File: config.mk
export PLATFORM = sky130hd
export DESIGN_NAME = reg_file_sb_flat
export DESIGN_NICKNAME = d
export VERILOG_FILES = /design/src/rtl/rv_pkg.sv /design/src/rtl/reg_file_sb_if.sv /design/src/rtl/reg_file_sb_scoreboard.sv /design/src/rtl/reg_file_sb.sv /design/src/flat_wrapper.sv
export SDC_FILE = /design/constraint.sdc
export NUM_CORES = 2
export LEC_CHECK = 0
export ABC_CLOCK_PERIOD_IN_PS = 4170
export CAP_MARGIN = 20
export CORE_MARGIN = 2
export CORE_UTILIZATION = 60
export CTS_CLUSTER_DIAMETER = 120
export CTS_CLUSTER_SIZE = 14
export DETAILED_ROUTE_END_ITERATION = 16
export HOLD_SLACK_MARGIN = 0.12
export PLACE_DENSITY = 0.78
export SLEW_MARGIN = 40
export SYNTH_ARGS = -nofsm -noshare
export SYNTH_HDL_FRONTEND = slang
export SYNTH_SLANG_ARGS = --single-unit
File: constraint.sdc
create_clock -name CLK -period 4.17 [get_ports CLK]
set_input_delay 0.6255 -clock CLK [delete_from_list [all_inputs] [get_ports CLK]]
set_output_delay 0.6255 -clock CLK [all_outputs]
set_load 0.1 [all_outputs]
File: src/rtl/rv_pkg.sv
// Shared pipeline types and defaults for the register file and its scoreboard.
package rv_pkg;

   localparam int XLEN_DEF   = 32;
   localparam int NREGS_DEF  = 32;
   localparam int ADDR_W_DEF = $clog2(NREGS_DEF);

   typedef logic [XLEN_DEF-1:0]   xlen_t;
   typedef logic [ADDR_W_DEF-1:0] reg_addr_t;

   localparam reg_addr_t REG_ZERO = '0;

endpackage

File: src/rtl/reg_file_sb_if.sv
// Decode/writeback bus between the ID stage and the register file with scoreboard.
interface reg_file_sb_if #(
   parameter int XLEN   = rv_pkg::XLEN_DEF,
   parameter int NREGS  = rv_pkg::NREGS_DEF,
   parameter int NUM_RD = 2,
   parameter int ADDR_W = $clog2(NREGS)
);

   logic                     WRITE_EN;
   logic [ADDR_W-1:0]        IN_ADDR;
   logic [XLEN-1:0]          DATA_IN;
   logic [NUM_RD-1:0]        RD_EN;
   logic [NUM_RD*ADDR_W-1:0] OUT_ADDR;
   logic [NUM_RD*XLEN-1:0]   DATA_OUT;
   logic                     ISSUE_EN;
   logic [ADDR_W-1:0]        ISSUE_ADDR;
   logic                     FLUSH;
   logic [NREGS-1:0]         BUSY_VEC;
   logic                     STALL;

   modport master (
      output WRITE_EN, IN_ADDR, DATA_IN, RD_EN, OUT_ADDR, ISSUE_EN, ISSUE_ADDR, FLUSH,
      input  DATA_OUT, BUSY_VEC, STALL
   );

   modport slave (
      input  WRITE_EN, IN_ADDR, DATA_IN, RD_EN, OUT_ADDR, ISSUE_EN, ISSUE_ADDR, FLUSH,
      output DATA_OUT, BUSY_VEC, STALL
   );

endinterface

File: src/rtl/reg_file_sb_scoreboard.sv
// Busy-bit scoreboard: one bit per destination with an in-flight write, plus the
// read-after-write stall request.
module reg_file_sb_scoreboard
   import rv_pkg::*;
#(
   parameter int NREGS  = NREGS_DEF,
   parameter int ADDR_W = $clog2(NREGS),
   parameter int NUM_RD = 2,
   parameter int BYPASS = 1
) (
   input  logic                     clk,
   input  logic                     rst,
   input  logic                     issue_en,
   input  logic [ADDR_W-1:0]        issue_addr,
   input  logic                     write_en,
   input  logic [ADDR_W-1:0]        in_addr,
   input  logic                     flush,
   input  logic [NUM_RD-1:0]        rd_en,
   input  logic [NUM_RD*ADDR_W-1:0] out_addr,
   output logic [NREGS-1:0]         busy_vec,
   output logic                     stall
);

   logic [NREGS-1:0]  busy_q;
   logic [NREGS-1:0]  busy_d;
   logic [NUM_RD-1:0] port_hit;

   // Flush beats a new issue, and a new issue beats a retiring writer.
   always_comb begin
      busy_d = busy_q;
      for (int r = 1; r < NREGS; r++) begin
         if (flush)
            busy_d[r] = 1'b0;
         else if (issue_en && issue_addr == ADDR_W'(r))
            busy_d[r] = 1'b1;
         else if (write_en && in_addr == ADDR_W'(r))
            busy_d[r] = 1'b0;
      end
      busy_d[0] = 1'b0;
   end

   always_ff @(posedge clk) begin
      if (rst)
         busy_q <= '0;
      else
         busy_q <= busy_d;
   end

   for (genvar p = 0; p < NUM_RD; p++) begin : g_hit
      logic [ADDR_W-1:0] raddr;
      logic              wb_resolves;

      assign raddr       = out_addr[p*ADDR_W +: ADDR_W];
      assign wb_resolves = (BYPASS != 0) && write_en && (in_addr == raddr);
      assign port_hit[p] = rd_en[p] && (raddr != '0) && busy_q[raddr] && !wb_resolves;
   end

   assign busy_vec = busy_q;
   assign stall    = (|port_hit) && !flush && !rst;

endmodule

File: src/rtl/reg_file_sb.sv
// Register file with NUM_RD async read ports, one sync write port, optional
// write-to-read bypass and an integrated busy-bit scoreboard.
module reg_file_sb
   import rv_pkg::*;
#(
   parameter int XLEN   = XLEN_DEF,
   parameter int NREGS  = NREGS_DEF,
   parameter int ADDR_W = $clog2(NREGS),
   parameter int NUM_RD = 2,
   parameter int BYPASS = 1
) (
   input  logic       CLK,
   input  logic       RESET,
   reg_file_sb_if.slave bus
);

   logic [XLEN-1:0] regs_q [NREGS];
   logic [XLEN-1:0] regs_d [NREGS];
   logic [XLEN-1:0] rd_data [NUM_RD];

   always_comb begin
      regs_d = regs_q;
      if (bus.WRITE_EN && bus.IN_ADDR != '0)
         regs_d[bus.IN_ADDR] = bus.DATA_IN;
      regs_d[0] = '0;
   end

   always_ff @(posedge CLK) begin
      if (RESET)
         regs_q <= '{default: '0};
      else
         regs_q <= regs_d;
   end

   // Bypass is suppressed under reset, since the write it would forward is discarded.
   for (genvar p = 0; p < NUM_RD; p++) begin : g_rd
      logic [ADDR_W-1:0] raddr;
      logic              bypass_hit;

      assign raddr      = bus.OUT_ADDR[p*ADDR_W +: ADDR_W];
      assign bypass_hit = (BYPASS != 0) && !RESET && bus.WRITE_EN &&
                          (bus.IN_ADDR != '0) && (bus.IN_ADDR == raddr);
      assign rd_data[p] = (raddr == '0) ? '0 :
                          bypass_hit    ? bus.DATA_IN : regs_q[raddr];
   end

   always_comb begin
      bus.DATA_OUT = '0;
      for (int p = 0; p < NUM_RD; p++)
         bus.DATA_OUT[p*XLEN +: XLEN] = rd_data[p];
   end

   reg_file_sb_scoreboard #(
      .NREGS  (NREGS),
      .ADDR_W (ADDR_W),
      .NUM_RD (NUM_RD),
      .BYPASS (BYPASS)
   ) u_scoreboard (
      .clk        (CLK),
      .rst        (RESET),
      .issue_en   (bus.ISSUE_EN),
      .issue_addr (bus.ISSUE_ADDR),
      .write_en   (bus.WRITE_EN),
      .in_addr    (bus.IN_ADDR),
      .flush      (bus.FLUSH),
      .rd_en      (bus.RD_EN),
      .out_addr   (bus.OUT_ADDR),
      .busy_vec   (bus.BUSY_VEC),
      .stall      (bus.STALL)
   );

endmodule

File: src/flat_wrapper.sv
// flat-port wrapper written by rule: the top's interface ports become plain ports
module reg_file_sb_flat import rv_pkg::*;
#(
   parameter int XLEN   = XLEN_DEF,
   parameter int NREGS  = NREGS_DEF,
   parameter int ADDR_W = $clog2(NREGS),
   parameter int NUM_RD = 2,
   parameter int BYPASS = 1
)
  (CLK, RESET, bus_WRITE_EN, bus_IN_ADDR, bus_DATA_IN, bus_RD_EN, bus_OUT_ADDR, bus_ISSUE_EN, bus_ISSUE_ADDR, bus_FLUSH, bus_DATA_OUT, bus_BUSY_VEC, bus_STALL);
  reg_file_sb_if #(.XLEN(XLEN), .NREGS(NREGS), .NUM_RD(NUM_RD), .ADDR_W(ADDR_W)) bus_i ();
  input  logic CLK;
  input  logic RESET;
  input wire logic [$bits(bus_i.WRITE_EN)-1:0] bus_WRITE_EN;
  input wire logic [$bits(bus_i.IN_ADDR)-1:0] bus_IN_ADDR;
  input wire logic [$bits(bus_i.DATA_IN)-1:0] bus_DATA_IN;
  input wire logic [$bits(bus_i.RD_EN)-1:0] bus_RD_EN;
  input wire logic [$bits(bus_i.OUT_ADDR)-1:0] bus_OUT_ADDR;
  input wire logic [$bits(bus_i.ISSUE_EN)-1:0] bus_ISSUE_EN;
  input wire logic [$bits(bus_i.ISSUE_ADDR)-1:0] bus_ISSUE_ADDR;
  input wire logic [$bits(bus_i.FLUSH)-1:0] bus_FLUSH;
  output wire logic [$bits(bus_i.DATA_OUT)-1:0] bus_DATA_OUT;
  output wire logic [$bits(bus_i.BUSY_VEC)-1:0] bus_BUSY_VEC;
  output wire logic [$bits(bus_i.STALL)-1:0] bus_STALL;
  assign bus_i.WRITE_EN = bus_WRITE_EN;
  assign bus_i.IN_ADDR = bus_IN_ADDR;
  assign bus_i.DATA_IN = bus_DATA_IN;
  assign bus_i.RD_EN = bus_RD_EN;
  assign bus_i.OUT_ADDR = bus_OUT_ADDR;
  assign bus_i.ISSUE_EN = bus_ISSUE_EN;
  assign bus_i.ISSUE_ADDR = bus_ISSUE_ADDR;
  assign bus_i.FLUSH = bus_FLUSH;
  assign bus_DATA_OUT = bus_i.DATA_OUT;
  assign bus_BUSY_VEC = bus_i.BUSY_VEC;
  assign bus_STALL = bus_i.STALL;
  reg_file_sb #(.XLEN(XLEN), .NREGS(NREGS), .ADDR_W(ADDR_W), .NUM_RD(NUM_RD), .BYPASS(BYPASS)) u_core (.CLK(CLK), .RESET(RESET), .bus(bus_i));
endmodule
Word level (Yosys, flattened, before mapping)
Index checks and enable logic that the tools add are counted.
{ "word_totals": {"regBits": 1024, "word_cells": 335, "inputBits": 59} }
{ "op_classes": {"n_bitwise": 3, "eq_ne": 64, "n_mux": 79, "n_reduce_logical": 120, "order_cmp": 6} }
{ "op_table": {"columns": ["cell", "n"], "rows": [
  ["$bwmux 1024", 1],
  ["$bmux 32 s5", 2],
  ["$mux 32", 9],
  ["$demux 32 s5", 1],
  ["$eq 5x5->1 const B", 32],
  ["$eq 5x4->1 const B", 16],
  ["$logic_and 1x1->1", 78],
  ["$mux 1", 64],
  ["$reduce_bool 2->1", 31],
  ["$eq 5x3->1 const B", 8],
  ["$eq 5x2->1 const B", 4],
  ["$ge 6x6->1 const B", 3],
  ["$not 5->6", 3],
  ["$reduce_bool 5->1", 3],
  ["$lt 5x6->1 const B", 2],
  ["$bmux 1 s5", 2],
  ["$eq 5x1->1 const B", 2],
  ["$eq 5x5->1", 2],
  ["$logic_not 5->1", 2],
  ["$lt 6x1->1 const B", 1],
  ["$logic_not 1->1", 4],
  ["$reduce_or 2->1", 2]
]} }

Longest topological paths before layout
{ "depth": {"ltp_word": 7, "ltp_mapped": 10} }

By module
A second synthesis with hierarchy kept.
{ "hier_totals": {"hier_cells": 6681, "hier_area_um2": 53806.6} }
{ "by_module_without_submodules": {"columns": ["module", "cells_per_inst", "seq_area_each_um2", "area_each_um2", "n_inst"], "rows": [
  ["reg_file_sb", 6428, 19859.0, 51779.7, 1],
  ["reg_file_sb_scoreboard", 253, 620.6, 2026.9, 1]
]} }

Worst setup path after synthesis
No wires, ideal clock.
{ "synth_timing": {"path_type": "input to output", "from": "in bus_OUT_ADDR[7]", "to": "out bus_DATA_OUT[36]", "required_time_ps": 3544, "cell_stages": 7, "arrival_time_ps": 4843, "path_slack_ps": -1299, "path_cell_list": "buf_2 -> buf_6 -> buf_2 -> buf_2 -> clkbuf_1 -> a211oi_1 -> o41ai_1"} }
{ "synth_via": {"elab_chain_len": 6} }
{ "synth_lines": {"columns": ["item", "line_no", "source"], "rows": [
  ["from (decl)", "flat_wrapper.sv:18", "input wire logic [$bits(bus_i.OUT_ADDR)-1:0] bus_OUT_ADDR;"],
  ["$not 5->6 (implied by the code)", "reg_file_sb.sv:44", "bypass_hit ? bus.DATA_IN : regs_q[raddr];"],
  ["$bmux 32 s5", "reg_file_sb.sv:44", null],
  ["$mux 32 (implied by the code) (2 in series)", "reg_file_sb.sv:44", null],
  ["$mux 32", "reg_file_sb.sv:44", null],
  ["$mux 32 (*)", "reg_file_sb.sv:43", "assign rd_data[p] = (raddr == '0) ? '0 :"],
  ["to (decl)", "flat_wrapper.sv:22", "output wire logic [$bits(bus_i.DATA_OUT)-1:0] bus_DATA_OUT;"]
]} }
Mark *: on every way between the ends. The rest lies on a longest branch, timed or not. The select of a mux whose other input is x is not followed.

Worst setup path after layout
{ "layout_timing": {"from": "in bus_IN_ADDR[4]", "to": "out bus_DATA_OUT[53]"} }
{ "layout_via": {"elab_chain_len": 5} }
{ "layout_lines": {"columns": ["item", "line_no", "source"], "rows": [
  ["from (decl)", "flat_wrapper.sv:15", "input wire logic [$bits(bus_i.IN_ADDR)-1:0] bus_IN_ADDR;"],
  ["$reduce_bool 5->1", "reg_file_sb.sv:42", "(bus.IN_ADDR != '0) && (bus.IN_ADDR == raddr);"],
  ["$logic_and 1x1->1", "reg_file_sb.sv:41", "assign bypass_hit = (BYPASS != 0) && !RESET && bus.WRITE_EN &&"],
  ["$logic_and 1x1->1 (*)", "reg_file_sb.sv:42", null],
  ["$mux 32 (*)", "reg_file_sb.sv:44", null],
  ["$mux 32 (*)", "reg_file_sb.sv:43", null]
]} }
Mark *: on every way between the ends. The rest lies on a longest branch, timed or not.

==> qor.txt <==
Hold Buf Count CTS -> 0
FFs w/ async S/R, synth -> 0
Worst-path clk slew -> 0.07 ns
Yosys reg bits -> 1,023
arrival time worst endpoint -> 3.58 ns
post-synth top area cell -> dfxtp_1
failing checks -> setup timing
EDFF count, synth -> 0
fin worst setup slack -> -0.03615 ns
Overall Global Routing Usage -> 0.4538
via count of the first global-routing pass -> 48,620
Setup crit start kind -> input pin
RSZ-0062 raised after global routing -> no
hpwl dp -> 130,700 microns
Hold Fails Final Rpt -> 0
Ys Warns -> 0
Syn Nets -> 6,175
Sink Count -> 1,023
crit-path max FO -> 10
relative slew slack -> 0.3696
CP Class -> in2out
Mapped Cells -> 6,116
total gr overflow -> 0
Most used DFF post-synth -> dfxtp_1
Core ar. -> 87,970 sq um
CP Capture Type -> output port
DR vias -> 51,460
DR pass1 iterations -> 9
final setup vio count -> 2
post-route cell area -> 59,240 sq um
Starting Density -> 0.6035
PortBufs -> 154
Leak Pwr -> 0.01973 uW
max-cap viol count -> 0
Reg2Reg Setup Slack -> 3.38 ns
largest net degree at the start of global routing -> 185
Yosys cell types -> 60
outcome -> finished, violations left
WL final -> 211,300 microns
crit share post-route -> 1.009
Tmin final -> 4.206 ns
H-tree level count -> 3
Worst-Skew Late Latency -> 0.65 ns
placed cell areas -> 56,900 sq um
CTS buffer count -> 83
Worst path slowest cell -> o21ai_1
Synth-to-Final Area Change -> 11.59%
largest cells by area after synthesis -> dfxtp_1 39%, mux4_2 18%, nand2_1 15%
share of cells above drive strength 1 -> 0.1838
gpl congestion -> 0.9798
Die Y -> 301.5 microns
DR iter-0 viols -> 9,898
Post-Syn Area -> 53,090 sq um
Top Ports -> 156
num rows -> 109
DRC viols -> 0
# fillers -> 6,765
actual slew at the worst max-slew pin -> 0.9393 ns
Yosys top cell area share -> 0.3858
Die ar. -> 90,880 sq um
first-pass GRT wire length -> 306,800 microns
Hold WC Path Type -> in2reg
hold_ws -> 0.2883 ns
initial antenna violation count -> 8
f_max -> 0.2377 GHz
Vias/cell -> 7.170
CTS tree -> built
ANT nets after route -> 0
drt wl/cell -> 29.44 microns
NumNets Final -> 6,058
Die X-Extent -> 301.5 microns
root buf cell -> clkbuf_16
CTS max path bufs -> 3
share of the yosys chip area belonging to registers -> 0.3858
Worst Skew -> 0 ns
Worst VDD drop -> 0.2919 mV
largest stage delay on the critical path -> 0.79 ns
cell breakdown of the critical path -> clkdlybuf4s50_1, nor3_1, a21oi_4, nand3_2, o221ai_1, o21ai_1, buf_12
Req. time, crit path -> 3.54 ns
max-slew violation count -> 0
power per cell area -> 336.4 nW/um^2
Post-Syn Area per Cell -> 8.680 sq um
-- stage by stage --
stage	TNS, ns	instances	power [uW]	utilization	setup WS, ns
global placement	0	7074	12650	0.6479	0.1049
detailed placement	-0.009197	7076	12670	0.6469	-0.009197
global route	0	7173	20260	0.6733	0.02836
finish	-0.06351	7177	19930	0.6735	-0.03615
CTS	0	7171	19770	0.6727	0.05423
floorplan	0	6116	11720	-	0.007391
-- cells in the final DEF (no fill, tap or decap), types with 29 or more instances in the layout --
cell,netlist,final
buf_12,5,116
clkbuf_16,0,86
nor2_1,139,110
buf_4,30,237
nand2_1,2109,2087
mux4_2,413,413
a21oi_1,1037,1034
a31oi_1,33,33
buf_2,71,35
a22oi_1,29,29
mux2i_1,170,170
mux2_2,108,108
o211ai_1,38,38
clkdlybuf4s50_1,0,46
a221oi_1,77,77
dfxtp_1,1023,1023
-- worst max-delay path: cells and delay by family --
family          cells  cell delay (ns)
simple gates        2             0.75
buf+inv             2             0.90
compound gates      3             1.27
-- per-layer routing --
metal | vias up | track usage | routed length (microns)
li1 | 21080 | - | -
met1 | 24320 | 0.5758 | 70230
met2 | 4793 | 0.6479 | 87230
met3 | 1247 | 0.1648 | 36270
met4 | 14 | 0.3067 | 17440
met5 | - | 0 | 94
-- report_power, final --
part	total, uW	leakage (uW)	switching, uW	internal, uW
combinational	2680	0.0104	1830	852
clock	7350	0.00109	3690	3660
sequential	9890	0.00825	54.5	9840
total	19900	0.0197	5580	14300
-- area by class of cell --
class                   count  area, sq um  share of cell area
clock buffers              87         2156             0.03639
inverters                   2        7.507           0.0001267
clock inverters             5        73.82            0.001246
multi-input cells        4442        30120              0.5084
diodes                      6        15.01           0.0002534
flip-flops and latches   1023        20480              0.3457
well taps                1165         1458             0.02461
repair buffers            447         4935             0.08330
-- flip-flops by register name (all words and copies together), names as in the netlist --
| register | flops |
|---|---|
| u_core.u_scoreboard.busy_vec | 31 |
| u_core.regs_q | 992 |
-- Yosys cell counts, drive strengths merged (12+ instances only) --
cell    number
nand2     2109
a21oi     1037
dfxtp     1023
clkbuf     499
mux4       429
mux2i      170
buf        150
nor2       139
mux2       108
a221oi      78
o211ai      38
a31oi       33
a22oi       29
nor2b       27
o21ai       26
a22o        23
nand3       17
o22ai       15
nand2b      14
a211oi      13
o221ai      13
o22a        13
o41ai       12
-- kinds of logic (layout without fill, tap and decap cells) --
| family | Yosys count | after routing | share of synthesized area |
|---|---|---|---|
| and+or+nand+nor | 2345 | 2346 | 0.1701 |
| AOI/OAI and AO/OA | 1378 | 1378 | 0.1481 |
| DFF | 1023 | 1023 | 0.3858 |
| muxes | 707 | 707 | 0.2381 |
| buffers and inverters | 652 | 541 | 0.05628 |
| xor gates and xnor gates | 10 | 10 | 0.001650 |
| other | 1 | 7 | 0.00007064 |
-- final timing paths --
path | cells after the start | end | start
worst max-delay path | 7 | bus_DATA_OUT[53] | bus_IN_ADDR[4]
worst min-delay path | 2 | u_core.regs_q[91] | RESET
worst max register to register | 2 | u_core.u_scoreboard.busy_vec[31] | u_core.u_scoreboard.busy_vec[31]
worst min register to register | 2 | u_core.regs_q[316] | u_core.regs_q[316]
-- repair_timing --
item,4_1_cts,5_1_grt
endpoints found under the setup margin,1,3
resized for setup,3,4
buffers inserted,2,0
pin swaps,1,0
cloned,1,0
(Power assumes the default switching activity.)
